===== src/rtl/modbus_tx_frame_ctrl.sv =====
// rtl/modbus_tx_frame_ctrl.sv - Modbus RTU response frame sequencer into the UART byte transmitter.
// Optional MODBUS_TX_CRC_EN appends CRC-16/MODBUS (low byte, then high byte) after the data bytes.
module modbus_tx_frame_ctrl #(
    parameter int CLK_FREQ  = 50000000,
    parameter int BAUD_RATE = 9600,
    parameter int GAP_BITS  = 35,
    parameter int TMO_BITS  = 12
) (
    input  logic       clk_in,
    input  logic       rst_in,
    input  logic       frame_start,
    input  logic [7:0] frame_len,
    output logic       busy,
    output logic       frame_done,
    output logic       frame_err,
    output logic       buf_rd_en,
    output logic [7:0] buf_rd_addr,
    input  logic [7:0] buf_rd_data,
    output logic       tx_start,
    output logic [7:0] tx_data,
    input  logic       tx_done
);

    localparam int          BPS     = CLK_FREQ / BAUD_RATE;
    localparam logic [23:0] GAP_CYC = 24'(GAP_BITS * BPS);
    localparam logic [23:0] TMO_CYC = 24'(TMO_BITS * BPS);

    typedef enum logic [2:0] {
        S_IDLE, S_FETCH, S_LOAD, S_SEND, S_CRC_LO, S_CRC_HI, S_GAP, S_ERR
    } state_t;

    state_t      state;
    logic [7:0]  len_q;
    logic [8:0]  idx;
    logic [23:0] wd_cnt;
    logic [23:0] gap_cnt;
    logic        aborted;
`ifdef MODBUS_TX_CRC_EN
    logic [15:0] crc;
    logic [3:0]  crc_cnt;
`endif

    logic [8:0] idx_next;
    logic       last_byte;
    logic       wd_expired;

    assign idx_next   = idx + 9'd1;
    assign last_byte  = (idx_next == {1'b0, len_q});
    assign wd_expired = (wd_cnt == TMO_CYC - 24'd1);

    always_ff @(posedge clk_in or posedge rst_in) begin
        if (rst_in) begin
            state       <= S_IDLE;
            len_q       <= 8'd0;
            idx         <= 9'd0;
            wd_cnt      <= 24'd0;
            gap_cnt     <= 24'd0;
            aborted     <= 1'b0;
            busy        <= 1'b0;
            frame_done  <= 1'b0;
            frame_err   <= 1'b0;
            buf_rd_en   <= 1'b0;
            buf_rd_addr <= 8'd0;
            tx_start    <= 1'b0;
            tx_data     <= 8'd0;
`ifdef MODBUS_TX_CRC_EN
            crc         <= 16'hFFFF;
            crc_cnt     <= 4'd0;
`endif
        end else begin
            frame_done <= 1'b0;
            frame_err  <= 1'b0;
            buf_rd_en  <= 1'b0;
            tx_start   <= 1'b0;
`ifdef MODBUS_TX_CRC_EN
            // Bit-serial CRC: one shift per cycle, finished well before the byte leaves the wire.
            if (crc_cnt != 4'd0) begin
                crc     <= crc[0] ? ((crc >> 1) ^ 16'hA001) : (crc >> 1);
                crc_cnt <= crc_cnt - 4'd1;
            end
`endif
            case (state)
                S_IDLE: begin
                    busy <= 1'b0;
                    // busy is still high in the cycle after frame_done, so a request there is dropped
                    if (frame_start && (frame_len != 8'd0) && !busy) begin
                        len_q       <= frame_len;
                        idx         <= 9'd0;
                        aborted     <= 1'b0;
                        busy        <= 1'b1;
                        buf_rd_en   <= 1'b1;
                        buf_rd_addr <= 8'd0;
`ifdef MODBUS_TX_CRC_EN
                        crc         <= 16'hFFFF;
                        crc_cnt     <= 4'd0;
`endif
                        state       <= S_FETCH;
                    end
                end
                S_FETCH: state <= S_LOAD;
                S_LOAD: begin
                    tx_data  <= buf_rd_data;
                    tx_start <= 1'b1;
                    wd_cnt   <= 24'd0;
`ifdef MODBUS_TX_CRC_EN
                    crc      <= crc ^ {8'h00, buf_rd_data};
                    crc_cnt  <= 4'd8;
`endif
                    state    <= S_SEND;
                end
                S_SEND: begin
                    if (tx_done) begin
                        idx <= idx_next;
                        if (last_byte) begin
`ifdef MODBUS_TX_CRC_EN
                            tx_data  <= crc[7:0];
                            tx_start <= 1'b1;
                            wd_cnt   <= 24'd0;
                            state    <= S_CRC_LO;
`else
                            gap_cnt  <= 24'd0;
                            state    <= S_GAP;
`endif
                        end else begin
                            buf_rd_en   <= 1'b1;
                            buf_rd_addr <= idx_next[7:0];
                            state       <= S_FETCH;
                        end
                    end else if (wd_expired) begin
                        frame_err <= 1'b1;
                        aborted   <= 1'b1;
                        state     <= S_ERR;
                    end else begin
                        wd_cnt <= wd_cnt + 24'd1;
                    end
                end
                S_CRC_LO: begin
`ifdef MODBUS_TX_CRC_EN
                    if (tx_done) begin
                        tx_data  <= crc[15:8];
                        tx_start <= 1'b1;
                        wd_cnt   <= 24'd0;
                        state    <= S_CRC_HI;
                    end else if (wd_expired) begin
                        frame_err <= 1'b1;
                        aborted   <= 1'b1;
                        state     <= S_ERR;
                    end else begin
                        wd_cnt <= wd_cnt + 24'd1;
                    end
`else
                    state <= S_IDLE;
`endif
                end
                S_CRC_HI: begin
`ifdef MODBUS_TX_CRC_EN
                    if (tx_done) begin
                        gap_cnt <= 24'd0;
                        state   <= S_GAP;
                    end else if (wd_expired) begin
                        frame_err <= 1'b1;
                        aborted   <= 1'b1;
                        state     <= S_ERR;
                    end else begin
                        wd_cnt <= wd_cnt + 24'd1;
                    end
`else
                    state <= S_IDLE;
`endif
                end
                S_ERR: begin
                    gap_cnt <= 24'd0;
                    state   <= S_GAP;
                end
                S_GAP: begin
                    // An aborted frame still owes the line a full silent gap, but reports no done.
                    if (gap_cnt == GAP_CYC - 24'd1) begin
                        frame_done <= !aborted;
                        state      <= S_IDLE;
                    end else begin
                        gap_cnt <= gap_cnt + 24'd1;
                    end
                end
                default: state <= S_IDLE;
            endcase
        end
    end

endmodule

===== config.mk =====
export PLATFORM = sky130hd
export DESIGN_NAME = modbus_tx_frame_ctrl
export DESIGN_NICKNAME = d
export VERILOG_FILES = /design/src/rtl/modbus_tx_frame_ctrl.sv
export SDC_FILE = /design/constraint.sdc
export NUM_CORES = 1
export LEC_CHECK = 0
export ABC_AREA = 1
export BUFFER_PORTS_ARGS = -buffer_cell sky130_fd_sc_hd__buf_2
export CAP_MARGIN = 20
export CORE_AREA = 2 2 105 97
export CTS_BUF_LIST = sky130_fd_sc_hd__clkbuf_4 sky130_fd_sc_hd__clkbuf_8 sky130_fd_sc_hd__clkbuf_16
export CTS_CLUSTER_SIZE = 20
export DETAILED_ROUTE_END_ITERATION = 12
export DIE_AREA = 0 0 107 99
export HOLD_SLACK_MARGIN = 0.05
export PLACE_DENSITY = 0.78
export SLEW_MARGIN = 20
export SYNTH_ARGS = -nofsm -noshare
export SYNTH_HDL_FRONTEND = slang
export SYNTH_SLANG_ARGS = --single-unit

===== constraint.sdc =====
create_clock -name clk_in -period 5.47 [get_ports clk_in]
set_input_delay 0 -clock clk_in [delete_from_list [all_inputs] [get_ports clk_in]]
set_output_delay 0 -clock clk_in [all_outputs]
set_load 0.1 [all_outputs]

==> out/metrics.cfg <==
[outcome]
status = finished clean

[floorplanning]
rows = 34
die_h_um = 99
die_area_um2 = 10600
core_um2 = 9490
start_util_pct = 54.2
ios = 41
die_x_um = 107

[clocking]
numCtsBuffers = 9
clock_sinks = 90
htreeDepth = 3
cts_hold_buf = 18
path_clk_slew_ns = 0.09
post-cts-setup-buffers = 0
cts-root-buf = clkbuf_8
cts_tree = built
cts_buffer_depth = 2
insertion_delay_ns = 0.38
cts_resized = 0

[pwr]
pwr-share-comb_pct = 2.8
power.density_nw_per_um2 = 202
power_leakage_nw = 2.90
p_clk_share_pct = 40.7
peakVddDrop_uv = 111
power_frac_seq_pct = 56.5
p_int_mw = 0.913
p_sw_share_pct = 22.4
total_power_mw = 1.18
net-switching-power_mw = 0.264

[finish]
diodes = 0
area_growth_pct = 13.3
n_fill_cell = 860
ff_latch_area_um2 = 2250
drive_gt1_share_pct = 13.0
fin_nets = 779
multi_input_area_um2 = 2500
fin_util_pct = 61.4
fin_cells = 887

[critical_path]
reg2reg_to = wd_cnt[8]
cp-startpoint = wd_cnt[0]
crit_chain = ha_1 > nand2_1 > nor2_1 > nand2_1 > nor2_1 > nand4_1 > nand2_1 > nand2_1 > nand2_1 > xor2_1 > nor2_1
r2r_slack_ns = 2.78
required_ns = 5.73
cp-endpoint = wd_cnt[8]
r2r_start = wd_cnt[0]
cp_max_fo = 21
crit_path_start_kind = flop
arrival_ns = 2.95
rr_worst_depth = 11
crit_path_max_incr_delay_ns = 0.52
path_class = flop to flop
cp_common_cell = nand2_1
critPathCaptureType = flop
slowest_stage = nand2_1

[routing]
ant_nets = 0
via_per_inst = 5.47
wl_per_cell_um = 14.2
vias = 4850
drc = 0
drt_iter0_drc = 306
drt-pass1-iter-count = 7
finalWirelength_um = 12600

[place]
dp_cells = 853
portBuffers = 40
place_hpwl_um = 8890
gp_congestion = 0.906

[logic_synthesis]
synth_edf_count = 0
syn_area_per_cell_um2 = 7.35
async_flop_share_pct = 100
synth_seq_cells = 90
netlist_area_um2 = 5140
synth_area_leaders = dfrtp_1 44%, nand2_1 15%, inv_1 6.0%
yosysSeqAreaShare_pct = 43.8
syn-num-nets = 723
yosys_warnings = 0
synth_common_cells = 202 x nand2_1, 90 x dfrtp_1, 82 x inv_1, 72 x nor2_1, 56 x nand3_1
synth_top_area_cell = dfrtp_1
synth_most_common_cell = nand2_1
syn-instance-count = 700
synth_cell_types = 39
synthFlopType = dfrtp_1
synth_top_area_share_pct = 43.8

[global_route]
grt_usage_pct = 25.0
grt_pass1_wl_um = 21200
grt_overflow = 0
antenna_found_initial = 0
grt_pass1_vias = 4608
grt_max_degree = 68

[timing]
rsz0062_at_grt = no
finalMaxSlewViolations = 0
timing.final.crit_share_pct = 49.1
setup_viol = 0
skew_ns = 0.0119
worstMarginPinSlew_ns = 0.842
slew-limit-headroom_pct = 43.8
hold_viol = 0
fmax_ghz = 0.372
fin_crit_ns = 2.69
tns_ns = 0

[min_path]
min_path_type = input pin to async pin

[job]
max_cap_viol_count = 0

## power by group through the flow
stage	registers [mW]	logic (mW)	clock network [mW]
floorplan	0.679	0.0116	0
global placement	0.679	0.0230	0
detailed placement	0.679	0.0237	0
CTS	0.665	0.0334	0.489
global route	0.665	0.0377	0.514
finish	0.665	0.0329	0.479
## critical path, delay by kind of cell, from the launching register on
kind	cells	cell delay (ns)
adder cells (fa/ha/maj)	1	0.19
flip-flops	1	0.38
XOR/XNOR	1	0.17
AND/OR/NAND/NOR	9	1.84
## kinds of logic (layout without fill, tap and decap cells)
logic type | Yosys count | after routing | share of synthesized area (%)
XOR/XNOR | 17 | 17 | 2.89
AND/OR/NAND/NOR | 434 | 434 | 38.7
flip-flops | 90 | 90 | 43.8
buffers and inverters | 99 | 160 | 7.76
AO/OA/AOI/OAI | 57 | 57 | 6.10
adder cells (fa/ha/maj) | 3 | 3 | 0.730
## worst min path at each step
stage,start,to,slack (ns),depth (start not counted)
after detailed placement,rst_in,gap_cnt[23],0.01,2
after CTS,frame_start,busy,0.15,5
after floorplan,frame_len[0],len_q[0],0.11,2
final,rst_in,gap_cnt[8],0.13,3
after global placement,rst_in,gap_cnt[23],0.005,2
after global routing,rst_in,gap_cnt[23],0.19,3
## layer usage
metal  part of all wire [%]  track usage (%)  vias up
met5                      0                0        -
met2                     48             41.1      178
met4                    1.2             6.79        0
met3                    6.4             4.70       17
li1                       -                -     2377
met1                     44             34.2     2278
## state kept, by name, summed over array words and instances, names as in the netlist
signal and cells:
busy 1, tx_start 1, wd_cnt 24, frame_err 1, frame_done 1, idx 9, buf_rd_en 1, aborted 1
gap_cnt 24, len_q 8, buf_rd_addr 8, state 3, tx_data 8
## layout by cell type, fill, tap and decap left out, types with 4 or more instances in the layout
cell and instances:
nor2_1 72, clkbuf_8 10, dlygate4sd3_1 18, nand4_1 34, inv_1 81, o22ai_1 8
nand2_2 16, xnor2_1 4, o21ai_0 24, xor2_1 13, dfrtp_1 90, nor3_1 20
nand2_1 202, nand3_1 56, buf_2 40, a21oi_1 16, nor4_1 8, or2_2 11
## final cells by class
cell class	count	share of cell area [%]
clock buffer	12	2.62
sequential	90	38.6
timing repair buffer	61	6.91
clock inverter	4	0.880
multi-input combinational	511	42.9
tap	126	2.70
inverter	83	5.37
## stage by stage
step	setup WS, ns	hold slack [ns]	area (um^2)
global route	2.43	0.187	5830
floorplan	3.13	0.110	5140
CTS	2.79	0.153	5820
finish	2.78	0.133	5830
detailed placement	2.80	0.0116	5440
global placement	2.95	0.00454	5440
Note: power is estimated with default switching activity, not from simulation.
